## src/rtl/riscv_ctrl_pkg.sv

```systemverilog
// Shared constants for the multi-cycle RISC-V control slice.
// Holds the supported opcode encodings, the ALU operation codes driven on
// Operation, and the sequencer state encoding (also exported on the debug
// "state" port, so the numeric values are fixed).
package riscv_ctrl_pkg;

   localparam logic [6:0] OP_R      = 7'b0110011;
   localparam logic [6:0] OP_I      = 7'b0010011;
   localparam logic [6:0] OP_LOAD   = 7'b0000011;
   localparam logic [6:0] OP_STORE  = 7'b0100011;
   localparam logic [6:0] OP_BRANCH = 7'b1100011;

   localparam logic [3:0] ALU_AND = 4'b0000;
   localparam logic [3:0] ALU_OR  = 4'b0001;
   localparam logic [3:0] ALU_ADD = 4'b0010;
   localparam logic [3:0] ALU_SLL = 4'b0011;
   localparam logic [3:0] ALU_SUB = 4'b0110;

   typedef enum logic [2:0] {
      ST_INIT   = 3'd0,
      ST_FETCH  = 3'd1,
      ST_DECODE = 3'd2,
      ST_EXEC   = 3'd3,
      ST_MEM    = 3'd4,
      ST_WB     = 3'd5
   } state_t;

endpackage

```

## src/rtl/multicycle_control_if.sv

```systemverilog
// Shared memory port between the sequencer and the unified memory.
// Signals:
//   mem_ready - memory completes the current request this cycle
//   IorD      - 0 = instruction address (PC), 1 = data address (ALUOut)
//   MemRead   - read request
//   MemWrite  - write request
// master: the control sequencer; slave: the memory.
interface multicycle_control_if;

   logic mem_ready;
   logic IorD;
   logic MemRead;
   logic MemWrite;

   modport master (
      input  mem_ready,
      output IorD,
      output MemRead,
      output MemWrite
   );

   modport slave (
      output mem_ready,
      input  IorD,
      input  MemRead,
      input  MemWrite
   );

endinterface

```

## src/rtl/multicycle_alu_decode.sv

```systemverilog
// Combinational ALU decode for the multi-cycle control.
// Ports:
//   opcode_i     - instruction bits [6:0]
//   funct_i      - {instr[30], instr[14:12]}
//   operation_o  - ALU operation code for this instruction
//   illegalEnc_o - opcode or funct combination is not supported
module multicycle_alu_decode
   import riscv_ctrl_pkg::*;
(
   input  logic [6:0] opcode_i,
   input  logic [3:0] funct_i,
   output logic [3:0] operation_o,
   output logic       illegalEnc_o
);

   // Map each supported opcode/funct pair to an ALU code. I-type ignores
   // instr[30] because immediates reuse that bit. Anything not listed is
   // flagged so the sequencer can drop the instruction in DECODE.
   always_comb begin
      operation_o  = ALU_ADD;
      illegalEnc_o = 1'b0;
      case (opcode_i)
         OP_R: begin
            case (funct_i)
               4'b0000: operation_o = ALU_ADD;
               4'b1000: operation_o = ALU_SUB;
               4'b0111: operation_o = ALU_AND;
               4'b0110: operation_o = ALU_OR;
               default: illegalEnc_o = 1'b1;
            endcase
         end
         OP_I: begin
            case (funct_i[2:0])
               3'b000:  operation_o = ALU_ADD;
               3'b111:  operation_o = ALU_AND;
               3'b110:  operation_o = ALU_OR;
               3'b001:  operation_o = ALU_SLL;
               default: illegalEnc_o = 1'b1;
            endcase
         end
         OP_LOAD, OP_STORE: operation_o = ALU_ADD;
         OP_BRANCH:         operation_o = ALU_SUB;
         default:           illegalEnc_o = 1'b1;
      endcase
   end

endmodule

```

## src/rtl/multicycle_control.sv

```systemverilog
// Multi-cycle control sequencer: steps each instruction through
// FETCH, DECODE, EXEC, MEM and WB over one shared memory port.
// Ports:
//   clk, reset          - clock, asynchronous active-high reset
//   Opcode, Funct, Zero - instruction fields from the IR, ALU zero flag
//   bus                 - shared memory port (mem_ready in; IorD/MemRead/MemWrite out)
//   IRWrite, PCWrite, PCSrc, Branch, MemtoReg, ALUSrc, RegWrite, Operation
//                       - datapath controls
//   illegal             - one-cycle pulse on an unsupported encoding
//   state               - current sequencer state, for debug
//   instret             - retired-instruction count, wraps modulo 2^CNT_W
module multicycle_control
   import riscv_ctrl_pkg::*;
#(
   parameter int CNT_W = 32
) (
   input  logic                 clk,
   input  logic                 reset,
   input  logic [6:0]           Opcode,
   input  logic [3:0]           Funct,
   input  logic                 Zero,
   multicycle_control_if.master bus,
   output logic                 IRWrite,
   output logic                 PCWrite,
   output logic                 PCSrc,
   output logic                 Branch,
   output logic                 MemtoReg,
   output logic                 ALUSrc,
   output logic [3:0]           Operation,
   output logic                 RegWrite,
   output logic                 illegal,
   output logic [2:0]           state,
   output logic [CNT_W-1:0]     instret
);

   state_t           state_q, state_d;
   logic [CNT_W-1:0] instret_q;
   logic             retire;
   logic             iorD, memRead, memWrite;
   logic [3:0]       aluOp;
   logic             illegalEnc;
   logic             isLoad, isStore, isBranch, isImm;

   multicycle_alu_decode u_aluDecode (
      .opcode_i     (Opcode),
      .funct_i      (Funct),
      .operation_o  (aluOp),
      .illegalEnc_o (illegalEnc)
   );

   assign isLoad   = (Opcode == OP_LOAD);
   assign isStore  = (Opcode == OP_STORE);
   assign isBranch = (Opcode == OP_BRANCH);
   assign isImm    = (Opcode == OP_I);

   // State register. Reset parks the sequencer in INIT, which also forces
   // every decoded output low without waiting for a clock edge.
   always_ff @(posedge clk or posedge reset) begin
      if (reset) begin
         state_q <= ST_INIT;
      end else begin
         state_q <= state_d;
      end
   end

   // Next-state and output decode. The IR is stable from DECODE onward, so
   // later states re-decode Opcode directly instead of latching a class.
   // Memory requests are held as plain Moore outputs so they stay stable
   // through every wait cycle; only the FETCH write strobes and the branch
   // PCWrite look at inputs.
   always_comb begin
      state_d   = state_q;
      iorD      = 1'b0;
      memRead   = 1'b0;
      memWrite  = 1'b0;
      IRWrite   = 1'b0;
      PCWrite   = 1'b0;
      PCSrc     = 1'b0;
      Branch    = 1'b0;
      MemtoReg  = 1'b0;
      ALUSrc    = 1'b0;
      Operation = ALU_AND;
      RegWrite  = 1'b0;
      illegal   = 1'b0;
      retire    = 1'b0;
      case (state_q)
         ST_INIT: state_d = ST_FETCH;
         ST_FETCH: begin
            memRead = 1'b1;
            if (bus.mem_ready) begin
               IRWrite = 1'b1;
               PCWrite = 1'b1;
               state_d = ST_DECODE;
            end
         end
         ST_DECODE: begin
            if (illegalEnc) begin
               illegal = 1'b1;
               state_d = ST_FETCH;
            end else begin
               state_d = ST_EXEC;
            end
         end
         ST_EXEC: begin
            Operation = aluOp;
            ALUSrc    = isImm | isLoad | isStore;
            if (isBranch) begin
               Branch  = 1'b1;
               PCSrc   = 1'b1;
               PCWrite = Zero;
               retire  = 1'b1;
               state_d = ST_FETCH;
            end else if (isLoad || isStore) begin
               state_d = ST_MEM;
            end else begin
               state_d = ST_WB;
            end
         end
         ST_MEM: begin
            iorD     = 1'b1;
            memRead  = isLoad;
            memWrite = isStore;
            if (bus.mem_ready) begin
               if (isLoad) begin
                  state_d = ST_WB;
               end else begin
                  retire  = 1'b1;
                  state_d = ST_FETCH;
               end
            end
         end
         ST_WB: begin
            RegWrite = 1'b1;
            MemtoReg = isLoad;
            retire   = 1'b1;
            state_d  = ST_FETCH;
         end
         default: state_d = ST_INIT;
      endcase
   end

   // Retired-instruction counter; bumps on the edge that leaves the
   // retiring state and wraps naturally at its width.
   always_ff @(posedge clk or posedge reset) begin
      if (reset) begin
         instret_q <= '0;
      end else if (retire) begin
         instret_q <= instret_q + CNT_W'(1);
      end
   end

   assign bus.IorD     = iorD;
   assign bus.MemRead  = memRead;
   assign bus.MemWrite = memWrite;
   assign state        = state_q;
   assign instret      = instret_q;

endmodule
```

## src/flat_wrapper.sv

```systemverilog
// flat-port wrapper written by rule: the top's interface ports become plain ports
module multicycle_control_flat import riscv_ctrl_pkg::*;
#(
   parameter int CNT_W = 32
)
  (clk, reset, Opcode, Funct, Zero, IRWrite, PCWrite, PCSrc, Branch, MemtoReg, ALUSrc, Operation, RegWrite, illegal, state, instret, bus_mem_ready, bus_IorD, bus_MemRead, bus_MemWrite);
  multicycle_control_if bus_i ();
  input  logic clk;
  input  logic reset;
  input  logic [6:0] Opcode;
  input  logic [3:0] Funct;
  input  logic Zero;
  output logic IRWrite;
  output logic PCWrite;
  output logic PCSrc;
  output logic Branch;
  output logic MemtoReg;
  output logic ALUSrc;
  output logic [3:0] Operation;
  output logic RegWrite;
  output logic illegal;
  output logic [2:0] state;
  output logic [CNT_W-1:0] instret;
  input wire logic [$bits(bus_i.mem_ready)-1:0] bus_mem_ready;
  output wire logic [$bits(bus_i.IorD)-1:0] bus_IorD;
  output wire logic [$bits(bus_i.MemRead)-1:0] bus_MemRead;
  output wire logic [$bits(bus_i.MemWrite)-1:0] bus_MemWrite;
  assign bus_i.mem_ready = bus_mem_ready;
  assign bus_IorD = bus_i.IorD;
  assign bus_MemRead = bus_i.MemRead;
  assign bus_MemWrite = bus_i.MemWrite;
  multicycle_control #(.CNT_W(CNT_W)) u_core (.clk(clk), .reset(reset), .Opcode(Opcode), .Funct(Funct), .Zero(Zero), .bus(bus_i), .IRWrite(IRWrite), .PCWrite(PCWrite), .PCSrc(PCSrc), .Branch(Branch), .MemtoReg(MemtoReg), .ALUSrc(ALUSrc), .Operation(Operation), .RegWrite(RegWrite), .illegal(illegal), .state(state), .instret(instret));
endmodule
```

## config.mk

```make
export PLATFORM = sky130hd
export DESIGN_NAME = multicycle_control_flat
export DESIGN_NICKNAME = d
export VERILOG_FILES = /design/src/rtl/riscv_ctrl_pkg.sv /design/src/rtl/multicycle_control_if.sv /design/src/rtl/multicycle_alu_decode.sv /design/src/rtl/multicycle_control.sv /design/src/flat_wrapper.sv
export SDC_FILE = /design/constraint.sdc
export NUM_CORES = 1
export LEC_CHECK = 0
export ABC_AREA = 0
export CORE_MARGIN = 5
export CORE_UTILIZATION = 51
export CTS_BUF_LIST = sky130_fd_sc_hd__clkbuf_4 sky130_fd_sc_hd__clkbuf_8
export DETAILED_ROUTE_END_ITERATION = 10
export PLACE_DENSITY_LB_ADDON = 0.2
export SYNTH_ARGS = -nofsm -noshare
export SYNTH_HDL_FRONTEND = slang
export SYNTH_SLANG_ARGS = --single-unit
```

## constraint.sdc

```tcl
create_clock -name clk -period 5.1 [get_ports clk]
set_clock_uncertainty 0.05 [all_clocks]
set_input_delay 1.275 -clock clk [delete_from_list [all_inputs] [get_ports clk]]
set_output_delay 1.275 -clock clk [all_outputs]
set_load 0.01 [all_outputs]
```

==> results of run 1 <==
[where the power goes]
| group | switching, mW | total [mW] | internal [mW] | leakage [nW] |
|---|---|---|---|---|
| registers | 0.0481 | 0.353 | 0.305 | 0.472 |
| clock network | 0.0885 | 0.185 | 0.0961 | 0.0406 |
| logic | 0.137 | 0.291 | 0.154 | 0.681 |
| total | 0.274 | 0.828 | 0.555 | 1.19 |
[final cells by class]
class / count / area share (%)
sequential: 35 / 32.4
inverter: 3 / 0.416
multi-input combinational: 148 / 37.4
tap: 48 / 2.22
timing repair buffer: 68 / 24.7
clock buffer: 6 / 2.82
[stage by stage]
stage	cell area [µm²]	setup WS [ns]	util (%)
2_1_floorplan	1950	1.03	-
3_3_place_gp	2630	0.251	71.2
3_5_place_dp	2630	0.241	71.2
4_1_cts	2700	0.231	73.3
5_1_grt	2700	0.167	73.3
6_report	2700	0.251	73.3
[path summary, 6_finish.rpt]
kind / startpoint / to / slack, ns / cells past startpoint
max reg2reg: u_core.state[2] / u_core.instret[12] / 2.81 / 5
min in group asynchronous: reset / u_core.instret[28] / 1.46 / 2
max in group asynchronous: reset / u_core.instret[12] / 2.86 / 3
min reg2reg: u_core.instret[31] / u_core.instret[31] / 0.42 / 1
min: u_core.instret[31] / u_core.instret[31] / 0.42 / 1
max: Opcode[0] / bus_MemRead / 0.25 / 6
[flip-flops by register name, summed over array words and instances, names as in the netlist]
name            flops
u_core.instret     32
u_core.state        3
[critical path, cell delays in order]
cell             delay [ns]
clkdlybuf4s50_1        0.47
nand4bb_1              0.13
or4_4                  0.47
or3b_2                 0.47
a21oi_1                0.15
clkdlybuf4s50_1        0.55
[kinds of logic (layout without fill, tap and decap cells)]
| kind of cell | after synthesis | after routing | synth area share (%) |
|---|---|---|---|
| simple gates | 97 | 97 | 29.7 |
| fa+ha+maj | 1 | 1 | 0.641 |
| flops | 35 | 35 | 44.9 |
| mux | 2 | 2 | 1.15 |
| buf+inv | 13 | 77 | 3.59 |
| compound gates | 16 | 16 | 5.90 |
| other cells | 1 | 1 | 0.192 |
| xor+xnor | 31 | 31 | 13.9 |
[cells in the mapped netlist (3+ instances only)]
cell type	instances
a21oi_1	4
and3_1	9
and4_1	5
buf_2	4
dfrtp_1	35
inv_1	3
nand2_1	19
nand3_1	9
nand4_1	6
nor2_1	10
nor3_1	13
nor3b_1	4
nor4_1	3
xnor2_1	13
xor2_1	18
[layer usage]
layer / up-vias / track usage, % / part of all wire (%)
li1: 829 / - / -
met1: 824 / 25.0 / 43
met2: 64 / 31.7 / 48
met3: 14 / 5.61 / 6.0
met4: 0 / 7.72 / 2.5
met5: - / 0 / 0
==> impl_metrics.env, run 1 <==
export IMPL_rows=22
export IMPL_die_h_um=71.9
export IMPL_seq_area_frac_synth_pct=44.9
export IMPL_die_area_mm2=0.00516
export IMPL_finalWirelength_mm=4.70
export IMPL_track_usage_pct=19.7
export IMPL_start_kind="primary input"
export IMPL_wl_per_cell_um=15.3
export IMPL_clock_sinks=35
export IMPL_placed_cells=302
export IMPL_ys_ff_latch=35
export IMPL_rsz0062_at_grt="false"
export IMPL_layout_common_cells="clkdlybuf4s50_1, dfrtp_1, nand2_1"
export IMPL_fin_crit_ns=4.85
export IMPL_drtPass1Iterations=6
export IMPL_fmax_mhz=206
export IMPL_path_class="primary input to output port"
export IMPL_synth_edf_count=0
export IMPL_hold_class="flip-flop to flip-flop"
export IMPL_viasPerCell=5.62
export IMPL_fin_total_pwr_uw=828
export IMPL_gr_total_overflow=0
export IMPL_drc_errors=0
export IMPL_ios=65
export IMPL_max_slew_margin_pct=37.3
export IMPL_crit_fanout=5
export IMPL_initial_core_util_pct=52.9
export IMPL_final_common_cell="clkdlybuf4s50_1"
export IMPL_hold_ws_ns=0.423
export IMPL_cts_setup_buffers=0
export IMPL_crit_required_ns=3.77
export IMPL_fp_dieW_um=71.9
export IMPL_timing_final_crit_share_pct=95.1
export IMPL_clock_path_buffers=2
export IMPL_multiInputGateArea_mm2=0.00101
export IMPL_ys_warn_count=0
export IMPL_insertion_delay_ns=0.28
export IMPL_peakVddDrop_mv=0.260
export IMPL_ys_top_cells_by_area="dfrtp_1, xor2_1, xnor2_1"
export IMPL_cp_data_arrival_time_ns=3.52
export IMPL_diodes=0
export IMPL_finalSetupViolations=0
export IMPL_antenna_found_initial=0
export IMPL_finalSetupTns_ns=0
export IMPL_yosys_area_top_type="dfrtp_1"
export IMPL_drv_cap=0
export IMPL_dr_first_iter_drc_count=96
export IMPL_syn_avg_cell_area_um2=9.96
export IMPL_worst_pin_slew_ns=0.939
export IMPL_syn_inst=196
export IMPL_globalplace_congestion=0.871
export IMPL_cts_buffers=5
export IMPL_p_leak_nw=1.19
export IMPL_drv_slew=0
export IMPL_hpwlAfterDp_mm=3.48
export IMPL_tritoncts="built"
export IMPL_ant_nets=0
export IMPL_vias=1731
export IMPL_coreArea_mm2=0.00369
export IMPL_synth_distinct_cells=48
export IMPL_cts_resized=0
export IMPL_synth_flop_cell="dfrtp_1"
export IMPL_htreeDepth=2
export IMPL_clkSlewWorstSetupHoldPaths_ns=0.06
export IMPL_grt_max_degree=27
export IMPL_cts_root_buf="clkbuf_8"
export IMPL_regArea_um2=876
export IMPL_cts_hold_buf=0
export IMPL_port_buffers=63
export IMPL_syn_num_nets=212
export IMPL_fill_cells=293
export IMPL_syn_to_final_growth_pct=38.5
export IMPL_grt_pass1_wl_mm=8.11
export IMPL_synth_top_cell_area_share_pct=44.9
export IMPL_finalNetCount=277
export IMPL_end_kind="output port"
export IMPL_drive_gt1_share_pct=7.69
export IMPL_grt_pass1_vias=1761
export IMPL_outcome="completed"
export IMPL_synth_async_reset_ratio_pct=100
export IMPL_stdcell_count=308
export IMPL_hold_viol_final=0
export IMPL_power_density_mw_per_mm2=306
export IMPL_syn_area_mm2=0.00195
(Power assumes the default switching activity.)
==> run 2: changes to the inputs <==
--- a/config.mk
+++ b/config.mk
@@ -6,8 +6,9 @@
 export NUM_CORES = 1
 export LEC_CHECK = 0
 export ABC_AREA = 0
-export CORE_MARGIN = 5
-export CORE_UTILIZATION = 51
+export CAP_MARGIN = 5
+export CORE_MARGIN = 10
+export CORE_UTILIZATION = 47
 export CTS_BUF_LIST = sky130_fd_sc_hd__clkbuf_4 sky130_fd_sc_hd__clkbuf_8
 export DETAILED_ROUTE_END_ITERATION = 10
 export PLACE_DENSITY_LB_ADDON = 0.2
==> constraint.sdc (replaced) <==
create_clock -name clk -period 5.3 [get_ports clk]
set_clock_uncertainty 0.05 [all_clocks]
set_input_delay 1.325 -clock clk [delete_from_list [all_inputs] [get_ports clk]]
set_output_delay 1.325 -clock clk [all_outputs]
set_load 0.01 [all_outputs]
==> impl_metrics.env, run 2 (synthesis results as in run 1) <==
export IMPL_fp_dieW_um=84.4
export IMPL_cts_resized=0
export IMPL_cts_setup_buffers=0
export IMPL_grt_pass1_vias=1689
export IMPL_viasPerCell=5.40
export IMPL_cts_buffers=5
export IMPL_placed_cells=303
export IMPL_track_usage_pct=13.6
export IMPL_cts_root_buf="clkbuf_8"
export IMPL_clock_power_share_pct=24.0
export IMPL_p_switching_uw=269
export IMPL_port_buffers=63
export IMPL_antenna_found_initial=0
export IMPL_finalSetupTns_ns=0
export IMPL_ant_nets=0
export IMPL_hold_class="flip-flop to flip-flop"
export IMPL_vias=1679
export IMPL_worstHoldStart="u_core.instret[31]"
export IMPL_layout_common_cells="clkdlybuf4s50_1, dfrtp_1, nand2_1"
export IMPL_grt_pass1_wl_mm=8.17
export IMPL_dr_first_iter_drc_count=82
export IMPL_initial_core_util_pct=48.8
export IMPL_start_kind="primary input"
export IMPL_comb_power_share_pct=34.5
export IMPL_fmax_mhz=198
export IMPL_finalSetupViolations=0
export IMPL_drc_errors=0
export IMPL_insertion_delay_ns=0.29
export IMPL_r2r_start="u_core.state[2]"
export IMPL_worst_pin_slew_ns=0.515
export IMPL_grt_max_degree=36
export IMPL_path_class="primary input to output port"
export IMPL_fin_crit_ns=5.06
export IMPL_rows=23
export IMPL_p_leak_nw=1.20
export IMPL_syn_to_final_growth_pct=38.9
export IMPL_clkSlewWorstSetupHoldPaths_ns=0.07
export IMPL_end_kind="output port"
export IMPL_p_int_uw=543
export IMPL_peakVddDrop_mv=0.166
export IMPL_cp_data_arrival_time_ns=3.69
export IMPL_p_seq_share_pct=41.5
export IMPL_coreArea_mm2=0.00400
export IMPL_switching_share_pct=33.1
export IMPL_final_common_cell="clkdlybuf4s50_1"
export IMPL_drv_slew=0
export IMPL_gr_total_overflow=0
export IMPL_globalplace_congestion=0.785
export IMPL_ios=65
export IMPL_htreeDepth=2
export IMPL_hold_viol_final=0
export IMPL_drv_cap=0
export IMPL_die_h_um=84.4
export IMPL_die_area_mm2=0.00713
export IMPL_drtPass1Iterations=4
export IMPL_power_density_mw_per_mm2=299
export IMPL_finalNetCount=276
export IMPL_finalWirelength_mm=4.81
export IMPL_crit_fanout=9
export IMPL_crit_required_ns=3.92
export IMPL_stdcell_count=311
export IMPL_startpoint="Opcode[5]"
export IMPL_drive_gt1_share_pct=8.05
export IMPL_outcome="completed"
export IMPL_max_slew_margin_pct=65.6
export IMPL_clock_path_buffers=2
export IMPL_postLayoutCoreUtil_pct=67.8
export IMPL_hpwlAfterDp_mm=3.68
export IMPL_rsz0062_at_grt="false"
export IMPL_cts_hold_buf=0
export IMPL_wl_per_cell_um=15.5
export IMPL_tritoncts="built"
export IMPL_diodes=0
export IMPL_clock_sinks=35
export IMPL_largest_reg_flops=32
export IMPL_hold_ws_ns=0.419
export IMPL_timing_final_crit_share_pct=95.5
## run 2: critical path, stage by stage
cell	delay, ns
clkdlybuf4s50_1	0.55
or4_4	0.62
or3b_2	0.49
a21oi_1	0.15
clkdlybuf4s50_1	0.55
## run 2: power by group through the flow
stage	Combinational, mW	Clock [mW]	Sequential (mW)
global placement	0.283	0	0.342
detailed placement	0.284	0	0.342
CTS	0.284	0.198	0.338
floorplan	0.158	0	0.335
global route	0.309	0.214	0.344
finish	0.280	0.195	0.337
## run 2: worst paths after layout
kind                                      end  slack [ns]  depth (start not counted)
min reg2reg                u_core.instret[31]        0.42                          1
max                               bus_MemRead        0.24                          5
max in group asynchronous     u_core.state[2]        3.49                          3
min in group asynchronous  u_core.instret[14]        1.39                          3
max reg2reg                u_core.instret[12]        3.06                          5
min                        u_core.instret[31]        0.42                          1
## run 2: cell type report
class | instances | area, µm²
fillers | 359 | 1290
inverters | 3 | 11.3
flip-flops and latches | 35 | 876
repair buffers | 67 | 661
clock buffers | 7 | 83.8
well taps | 50 | 62.6
clock inverters | 1 | 5.00
multi-input cells | 148 | 1010
## run 2: metrics by stage
stage          instance area, µm²  total power, mW  worst slack (ns)
3_3_place_gp                 2620            0.625             0.268
3_5_place_dp                 2620            0.626             0.236
2_1_floorplan                1950            0.493              1.13
6_report                     2710            0.811             0.237
5_1_grt                      2710            0.867             0.173
4_1_cts                      2710            0.821             0.234
## run 2: metal layers
layer | GRT usage (%) | wire length, µm | vias up
li1 | - | - | 827
met1 | 16.2 | 2130 | 807
met2 | 21.2 | 2250 | 41
met3 | 7.25 | 406 | 4
met4 | 3.44 | 29 | 0
met5 | 0 | 0 | -
==> run 3: changes to the inputs <==
--- a/config.mk
+++ b/config.mk
@@ -6,7 +6,7 @@
 export NUM_CORES = 1
 export LEC_CHECK = 0
 export ABC_AREA = 0
-export CAP_MARGIN = 5
+export CAP_MARGIN = 20
 export CORE_MARGIN = 10
 export CORE_UTILIZATION = 47
 export CTS_BUF_LIST = sky130_fd_sc_hd__clkbuf_4 sky130_fd_sc_hd__clkbuf_8
==> constraint.sdc (replaced) <==
create_clock -name clk -period 5.3 [get_ports clk]
set_clock_uncertainty 0.05 [all_clocks]
set_input_delay 1.325 -clock clk [delete_from_list [all_inputs] [get_ports clk]]
set_output_delay 1.325 -clock clk [all_outputs]
set_load 0.05 [all_outputs]
==> impl_metrics.env, run 3 (synthesis results as in run 1) <==
export IMPL_grt_pass1_wl_mm=8.27
export IMPL_worst_slack_ns=0.391
export IMPL_hold_viol_final=0
export IMPL_viasPerCell=5.51
export IMPL_timing_final_crit_share_pct=92.6
export IMPL_r2r_end="u_core.instret[12]"
export IMPL_rows=23
export IMPL_die_area_mm2=0.00713
export IMPL_drtPass1Iterations=4
export IMPL_drc_errors=0
export IMPL_finalWirelength_mm=4.91
export IMPL_cts_setup_buffers=0
export IMPL_met1_length_mm=2.07
export IMPL_syn_to_final_growth_pct=39.6
export IMPL_ant_nets=0
export IMPL_startpoint="Funct[1]"
export IMPL_grt_max_degree=36
export IMPL_outcome="completed"
export IMPL_insertion_delay_ns=0.28
export IMPL_fin_crit_ns=4.91
export IMPL_cp_depth=6
export IMPL_finalNetCount=275
export IMPL_cp_data_arrival_time_ns=3.53
export IMPL_path_cells="clkdlybuf4s50_1 > or2_2 > mux2_2 > o32a_1 > nor3_1 > clkdlybuf4s50_1"
export IMPL_die_h_um=84.4
export IMPL_wl_per_cell_um=15.8
export IMPL_port_buffers=63
export IMPL_gr_total_overflow=0
export IMPL_path_buf_inv=2
export IMPL_clock_path_buffers=2
export IMPL_place_ws_ns=0.391
export IMPL_clkSlewWorstSetupHoldPaths_ns=0.07
export IMPL_layout_common_cells="clkdlybuf4s50_1, dfrtp_1, nand2_1"
export IMPL_drive_gt1_share_pct=8.85
export IMPL_largest_reg_flops=32
export IMPL_rsz0062_at_grt="false"
export IMPL_worst_pin_slew_ns=0.544
export IMPL_cts_hold_buf=0
export IMPL_peakVddDrop_mv=0.170
export IMPL_globalplace_congestion=0.764
export IMPL_reg2reg_setup_slack_ns=3.01
export IMPL_ios=65
export IMPL_crit_end="Operation[0]"
export IMPL_cts_resized=0
export IMPL_cts_root_buf="clkbuf_8"
export IMPL_fmax_mhz=204
export IMPL_end_kind="output port"
export IMPL_drv_cap=0
export IMPL_slowest_delay_ns=0.84
export IMPL_tritoncts="built"
export IMPL_max_slew_margin_pct=63.7
export IMPL_vias=1709
export IMPL_crit_fanout=4
export IMPL_fp_dieW_um=84.4
export IMPL_routed_top_layer="met4"
export IMPL_hold_ws_ns=0.415
export IMPL_placed_cells=302
export IMPL_crit_family="buffers and inverters"
export IMPL_initial_core_util_pct=48.8
export IMPL_finalSetupViolations=0
export IMPL_r2r_worst_path_cells=5
export IMPL_htreeDepth=2
export IMPL_start_kind="primary input"
export IMPL_final_common_cell="clkdlybuf4s50_1"
export IMPL_drv_slew=0
export IMPL_power_density_mw_per_mm2=364
export IMPL_coreArea_mm2=0.00400
export IMPL_wl_met3_um=422
export IMPL_diodes=0
export IMPL_clock_sinks=35
export IMPL_fin_total_pwr_uw=992
export IMPL_path_class="primary input to output port"
export IMPL_p_leak_nw=1.20
export IMPL_cp_common_cell="clkdlybuf4s50_1"
export IMPL_hpwlAfterDp_mm=3.79
export IMPL_r2r_start="u_core.state[2]"
export IMPL_stdcell_count=310
export IMPL_antenna_found_initial=0
export IMPL_cts_buffers=5
export IMPL_wl_met2_mm=2.37
export IMPL_dr_first_iter_drc_count=35
export IMPL_finalSetupTns_ns=0
export IMPL_hold_class="flip-flop to flip-flop"
export IMPL_critPathSlowestCell="clkdlybuf4s50_1"
export IMPL_track_usage_pct=13.5
export IMPL_grt_pass1_vias=1753
export IMPL_crit_required_ns=3.92
## run 3: cell types whose count changed in the layout (fill, tap and decap cells not counted), sizes merged
cell,change
clkdlybuf4s50,-3
buf,+2
clkinvlp,+1
clkinv,-1
## run 3: layout make-up
class                      count  area [µm²]
sequential                    35         876
clock inverter                 1        7.51
multi-input combinational    148        1010
clock buffer                   7        96.3
timing repair buffer          66         658
inverter                       3        11.3
fill                         329        1270
tap                           50        62.6
## run 3: per-stage QoR
stage | cell area (µm²) | util (%)
2_1_floorplan | 1950 | -
3_3_place_gp | 2620 | 65.5
3_5_place_dp | 2620 | 65.5
4_1_cts | 2730 | 68.1
5_1_grt | 2730 | 68.1
6_report | 2730 | 68.1
## run 3: worst reg2reg max path: cells and delay by family, from the launching register on
kind            cells  cell delay, ns
xor+xnor            1            0.14
compound gates      1            0.53
simple gates        3            1.04
flops               1            0.47
## run 3: worst min path at each step
stage                                  start                  to  slack [ns]  cells past startpoint
after floorplan            u_core.instret[1]   u_core.instret[1]        0.71                      2
after global placement    u_core.instret[31]  u_core.instret[31]        0.40                      1
after detailed placement  u_core.instret[31]  u_core.instret[31]        0.41                      1
final                     u_core.instret[31]  u_core.instret[31]        0.41                      1
after CTS                 u_core.instret[31]  u_core.instret[31]        0.42                      1
after global routing      u_core.instret[31]  u_core.instret[31]        0.47                      1
## run 3: routing by layer
metal | up-vias | global-route usage, %
li1 | 823 | -
met1 | 835 | 15.6
met2 | 47 | 22.6
met3 | 4 | 5.60
met4 | 0 | 3.59
met5 | - | 0
## run 3: power breakdown
group	switching (mW)	internal (mW)
clock	0.0935	0.118
sequential	0.0467	0.293
combinational	0.283	0.158
total	0.423	0.569
